**config.mk**
```make
export PLATFORM = sky130hd
export DESIGN_NAME = fifo_tx_drain
export DESIGN_NICKNAME = d
export VERILOG_FILES = /design/src/rtl/fifo_tx_drain.sv
export SDC_FILE = /design/constraint.sdc
export NUM_CORES = 1
export LEC_CHECK = 0
export CORE_ASPECT_RATIO = 0.75
export CORE_UTILIZATION = 35
export DETAILED_ROUTE_END_ITERATION = 8
export PLACE_DENSITY = 0.69
export SLEW_MARGIN = 0
export SYNTH_ARGS = -nofsm -noshare
export SYNTH_HDL_FRONTEND = slang
export SYNTH_SLANG_ARGS = --single-unit
```
**constraint.sdc**
```tcl
create_clock -name R_CLK -period 3.25 [get_ports R_CLK]
set_clock_uncertainty 0.1 [all_clocks]
set_input_delay 0.4875 -clock R_CLK [delete_from_list [all_inputs] [get_ports R_CLK]]
set_output_delay 0.4875 -clock R_CLK [all_outputs]
set_load 0.01 [all_outputs]
```
**src/rtl/fifo_tx_drain.sv**
```systemverilog
// ---------------------------------------------------------------------------
// fifo_tx_drain
//
// Read-domain bridge between an asynchronous FIFO read port and a UART
// transmitter. Pops one word at a time, presents it as a one-cycle start
// pulse, then follows the transmitter's busy handshake to completion before
// popping again. Adds an optional inter-frame gap, a busy-timeout retry that
// re-sends the held word, and a wrapping completed-frame counter.
// Everything runs on the FIFO read clock.
//
// Parameters
//   DATA_WIDTH    width of FIFO read data / UART parallel data
//   GAP_CYCLES    idle cycles after each completed frame (0 = none)
//   BUSY_TIMEOUT  cycles to wait for TX_BUSY after a start pulse (0 = forever)
//   CNT_WIDTH     width of FRAME_CNT
//
// Ports
//   R_CLK          in   read-domain clock
//   R_RST          in   asynchronous active-low reset
//   EN             in   drain enable; only gates new pops
//   R_EMPTY        in   FIFO empty flag
//   RD_DATA        in   FIFO read data at the current read address
//   R_INC          out  FIFO pop strobe (combinational, IDLE only)
//   TX_BUSY        in   UART transmitter busy
//   TX_P_DATA      out  registered word being transmitted
//   TX_DATA_VALID  out  one-cycle start pulse to the transmitter
//   DRAIN_BUSY     out  high whenever the FSM is not idle
//   FRAME_CNT      out  completed frames, wraps
//   TIMEOUT_ERR    out  sticky busy-timeout flag, cleared only by reset
// ---------------------------------------------------------------------------
module fifo_tx_drain #(
  parameter int DATA_WIDTH   = 8,
  parameter int GAP_CYCLES   = 0,
  parameter int BUSY_TIMEOUT = 255,
  parameter int CNT_WIDTH    = 16
) (
  input  logic                  R_CLK,
  input  logic                  R_RST,
  input  logic                  EN,
  input  logic                  R_EMPTY,
  input  logic [DATA_WIDTH-1:0] RD_DATA,
  output logic                  R_INC,
  input  logic                  TX_BUSY,
  output logic [DATA_WIDTH-1:0] TX_P_DATA,
  output logic                  TX_DATA_VALID,
  output logic                  DRAIN_BUSY,
  output logic [CNT_WIDTH-1:0]  FRAME_CNT,
  output logic                  TIMEOUT_ERR
);

  // One timer serves both the gap and the busy-wait, so it is sized for the
  // larger of the two.
  localparam int MAX_WAIT = (GAP_CYCLES > BUSY_TIMEOUT) ? GAP_CYCLES : BUSY_TIMEOUT;
  localparam int TMR_W    = (MAX_WAIT > 0) ? $clog2(MAX_WAIT + 1) : 1;

  localparam logic [TMR_W-1:0] TO_END   = TMR_W'(BUSY_TIMEOUT);
  localparam logic [TMR_W-1:0] TO_LAST  = TMR_W'((BUSY_TIMEOUT > 0) ? BUSY_TIMEOUT - 1 : 0);
  localparam logic [TMR_W-1:0] GAP_LAST = TMR_W'((GAP_CYCLES > 0) ? GAP_CYCLES - 1 : 0);

  typedef enum logic [2:0] {
    S_IDLE,
    S_VALID,
    S_WAIT_BUSY,
    S_WAIT_DONE,
    S_GAP
  } state_t;

  state_t                r_state;
  logic [TMR_W-1:0]      r_tmr;
  logic [DATA_WIDTH-1:0] r_tx_data;
  logic                  r_tx_valid;
  logic                  r_drain_busy;
  logic [CNT_WIDTH-1:0]  r_frame_cnt;
  logic                  r_timeout_err;

  logic                  w_pop;

  // The pop strobe is combinational so the FIFO sees it in the same cycle the
  // decision is made. It is qualified with reset so it stays low while reset
  // is held, even though IDLE is the reset state.
  assign w_pop = R_RST && (r_state == S_IDLE) && EN && !R_EMPTY && !TX_BUSY;

  assign R_INC         = w_pop;
  assign TX_P_DATA     = r_tx_data;
  assign TX_DATA_VALID = r_tx_valid;
  assign DRAIN_BUSY    = r_drain_busy;
  assign FRAME_CNT     = r_frame_cnt;
  assign TIMEOUT_ERR   = r_timeout_err;

  // NOTE: sequential state is updated with non-blocking assignments only, so
  // every branch below reads the pre-edge value of every register.
  always_ff @(posedge R_CLK or negedge R_RST) begin
    if (!R_RST) begin
      r_state       <= S_IDLE;
      r_tmr         <= '0;
      r_tx_data     <= '0;
      r_tx_valid    <= 1'b0;
      r_drain_busy  <= 1'b0;
      r_frame_cnt   <= '0;
      r_timeout_err <= 1'b0;
    end else begin
      // Start pulse is high only for the single cycle spent in VALID.
      r_tx_valid <= 1'b0;

      case (r_state)
        S_IDLE: begin
          if (w_pop) begin
            r_tx_data    <= RD_DATA;
            r_tx_valid   <= 1'b1;
            r_drain_busy <= 1'b1;
            r_state      <= S_VALID;
          end
        end

        S_VALID: begin
          r_tmr   <= '0;
          r_state <= S_WAIT_BUSY;
        end

        S_WAIT_BUSY: begin
          if (TX_BUSY) begin
            r_state <= S_WAIT_DONE;
          end else if (BUSY_TIMEOUT != 0) begin
            if (r_tmr == TO_END) begin
              // Flag went up on the previous edge; now re-send the held word
              // without popping.
              r_tx_valid <= 1'b1;
              r_state    <= S_VALID;
            end else begin
              r_tmr <= r_tmr + 1'b1;
              if (r_tmr == TO_LAST) begin
                r_timeout_err <= 1'b1;
              end
            end
          end
        end

        S_WAIT_DONE: begin
          if (!TX_BUSY) begin
            r_frame_cnt <= r_frame_cnt + 1'b1;
            if (GAP_CYCLES != 0) begin
              r_tmr   <= '0;
              r_state <= S_GAP;
            end else begin
              r_drain_busy <= 1'b0;
              r_state      <= S_IDLE;
            end
          end
        end

        S_GAP: begin
          if (r_tmr == GAP_LAST) begin
            r_drain_busy <= 1'b0;
            r_state      <= S_IDLE;
          end else begin
            r_tmr <= r_tmr + 1'b1;
          end
        end

        default: begin
          r_drain_busy <= 1'b0;
          r_state      <= S_IDLE;
        end
      endcase
    end
  end

endmodule

```
==> results of run 1 <==
[stage by stage]
step / std cells / util / worst slack, ns / power (uW)
floorplan: 151 / - / 1.377 / 923.1
global route: 260 / 0.4815 / 0.2894 / 1576
global placement: 253 / 0.4638 / 0.4152 / 1155
CTS: 260 / 0.4815 / 0.3649 / 1489
detailed placement: 253 / 0.4638 / 0.4102 / 1159
finish: 260 / 0.4815 / 0.4108 / 1467
[final timing paths]
| kind | to | start |
|---|---|---|
| setup reg to reg | r_tmr[6] | r_state[0] |
| max in group asynchronous | FRAME_CNT[8] | R_RST |
| setup / recovery | R_INC | r_state[0] |
| hold reg to reg | TIMEOUT_ERR | TIMEOUT_ERR |
| min in group R_CLK | TIMEOUT_ERR | TIMEOUT_ERR |
| hold / removal | FRAME_CNT[3] | R_RST |
[report_power, final]
part	switching, uW	total [uW]	internal (uW)	leakage [uW]
clock	150	318	168	0.0000443
combinational	221	508	287	0.000519
sequential	82.7	641	558	0.000488
[state kept, by name, indices dropped and copies added (netlist names)]
name / flops
TX_DATA_VALID: 1
r_state: 2
r_tmr: 8
TIMEOUT_ERR: 1
DRAIN_BUSY: 1
TX_P_DATA: 8
FRAME_CNT: 16
[layer usage]
layer,vias up,track usage,share of wire
met2,27,0.2008,0.41
met1,617,0.1945,0.52
met5,-,0,0
met4,0,0.07759,0.022
met3,8,0.04063,0.050
li1,633,-,-
[worst register-to-register path: stages, from the launching register on]
cell       delay (ns)
dfrtp_1          0.41
inv_1            0.12
ha_1             0.34
nand3b_1         0.17
or4b_1           0.51
a2bb2oi_2        0.14
a21oi_1          0.07
[cells in the final DEF, fill, tap and decap left out, types with 2 or more instances in the layout]
cell              n
a21oi_1           4
and3_1            2
and3_2            2
and4_1            2
buf_4             2
clkbuf_8          6
clkdlybuf4s50_1  39
dfrtp_1          37
ha_1              7
inv_1             8
mux2_2           10
mux2i_1           4
nand2_1          10
nand2b_1          4
nand3_1           7
nand4_1           4
nor2_1            6
nor3_1            2
o21ai_0           3
xnor2_1           8
xor2_1            7
[kinds of logic (layout without fill, tap and decap cells)]
group                    Yosys count  in the layout  synth area share
AND/OR/NAND/NOR                   50             50            0.1636
flip-flops                        37             37            0.5219
AO/OA/AOI/OAI                     19             19           0.08604
XOR/XNOR                          15             15           0.07405
multiplexers                      14             14           0.08604
buffers and inverters              9             58           0.01904
adder cells (fa/ha/maj)            7              7           0.04936
[final cells by class]
cell class	instances	area [um^2]
timing repair buffer	42	410.4
inverter	9	33.78
tap	60	75.07
sequential	37	925.9
multi-input combinational	105	814.5
clock buffer	7	86.33
fill	451	2526
==> results.sh, run 1 <==
export IMPL_violations="DRC"
export IMPL_slowest_delay_ns=0.57
export IMPL_routedWlPerCell_um=12.73
export IMPL_rsz0062_at_grt="false"
export IMPL_p_leak_uw=0.001052
export IMPL_arrival_ns=2.25
export IMPL_grt_antenna_before_repair=0
export IMPL_fin_area_um2=2346
export IMPL_drv_slew=0
export IMPL_hold_buffers=0
export IMPL_hold_viol=0
export IMPL_ys_warnings_count=0
export IMPL_grt_overflow=0
export IMPL_final_antenna_net_count=0
export IMPL_diodes=0
export IMPL_start_util=0.3642
export IMPL_die_h_um=63.66
export IMPL_synth_top_cell_by_area="dfrtp_1"
export IMPL_whs_ns=0.1692
export IMPL_dieArea_um2=5361
export IMPL_io_pins=41
export IMPL_place_area_um2=2260
export IMPL_final_period_utilization=0.8736
export IMPL_max_freq_ghz=0.3522
export IMPL_syn_area_um2=1774
export IMPL_synth_top_cell_area_share=0.5219
export IMPL_avgSynthCellArea_um2=11.75
export IMPL_synth_edf_count=0
export IMPL_vdd_ir_drop_worst_mv=0.3869
export IMPL_post_cts_setup_buffer_count=0
export IMPL_path_delay_family="buffers and inverters"
export IMPL_place_congestion=0.7603
export IMPL_dr_pass1_iters=6
export IMPL_worstPathMaxFanout=10
export IMPL_slew_headroom=0.6941
export IMPL_synthDistinctLibCells=42
export IMPL_tightestPinTransition_ns=0.4588
export IMPL_cp_data_required_time_ns=2.66
export IMPL_period_needed_ns=2.839
export IMPL_post_cts_resized=0
export IMPL_synth_nets=171
export IMPL_reg2regPathDepth=6
export IMPL_synthArstFlopShare=1.000
export IMPL_grt_pass1_wl_um=5816
export IMPL_grt_pass1_vias=1249
export IMPL_layout_drive_gt1_share=0.1500
export IMPL_grtUsageTotal=0.1419
export IMPL_clk_latency_ns=0.28
export IMPL_critPathBufInv=3
export IMPL_status="finished with violations"
export IMPL_drc_errors=4
export IMPL_clk_pin_slew_ns=0.07
export IMPL_tritoncts="built"
export IMPL_io_buffer_count=40
export IMPL_clock_path_buffers=2
export IMPL_worstHoldPathType="input pin to asynchronous set/reset pin"
export IMPL_power_density_nw_per_um2=625.2
export IMPL_crit_chain="inv_1 -> ha_1 -> nand2_1 -> or3_1 -> inv_2 -> clkdlybuf4s50_1"
export IMPL_cts_max_level=2
export IMPL_coreArea_um2=4872
export IMPL_path_depth=6
export IMPL_cts_num_sinks=37
export IMPL_synth_common_cells="37 x dfrtp_1, 10 x mux2_2, 10 x nand2_1"
export IMPL_setup_violations=0
export IMPL_numCtsBuffers=5
export IMPL_synth_seq_area_share=0.5219
export IMPL_endpoint_kind="output pin"
export IMPL_startpoint_type="flip-flop"
export IMPL_hpwl_um=2408
export IMPL_setup_tns_ns=0
export IMPL_syn_inst=151
export IMPL_synth_area_leaders="dfrtp_1 52%, mux2_2 6.3%, ha_1 4.9%, xnor2_1 3.9%, xor2_1 3.5%"
export IMPL_crit_type="flip-flop to output pin"
export IMPL_die_x_um=84.21
export IMPL_area_growth_pct=32.23
export IMPL_ctsRootBufferMaster="clkbuf_8"
export IMPL_maxCapViolCount=0
export IMPL_grt_max_degree=38
export IMPL_yosysMostFrequentCell="dfrtp_1"
export IMPL_crit_slowest_cell="clkdlybuf4s50_1"
export IMPL_finalNetCount=220
export IMPL_vias=1285
export IMPL_rows=22
export IMPL_drt_vias_per_instance=4.942
export IMPL_synth_ff_type="dfrtp_1"
export IMPL_ys_ff_latch=37
export IMPL_drt_total_wl_um=3309
export IMPL_rrSetupSlack_ns=1.27
export IMPL_first_iter_violations=71
No activity file was read; power rests on OpenSTA's default activity.
==> inputs of run 2 (changes only) <==
Settings changed: CORE_MARGIN set to 1.
==> results of run 2 <==
Same layout as run 1: the final DEF is identical, and so are final timing and power.
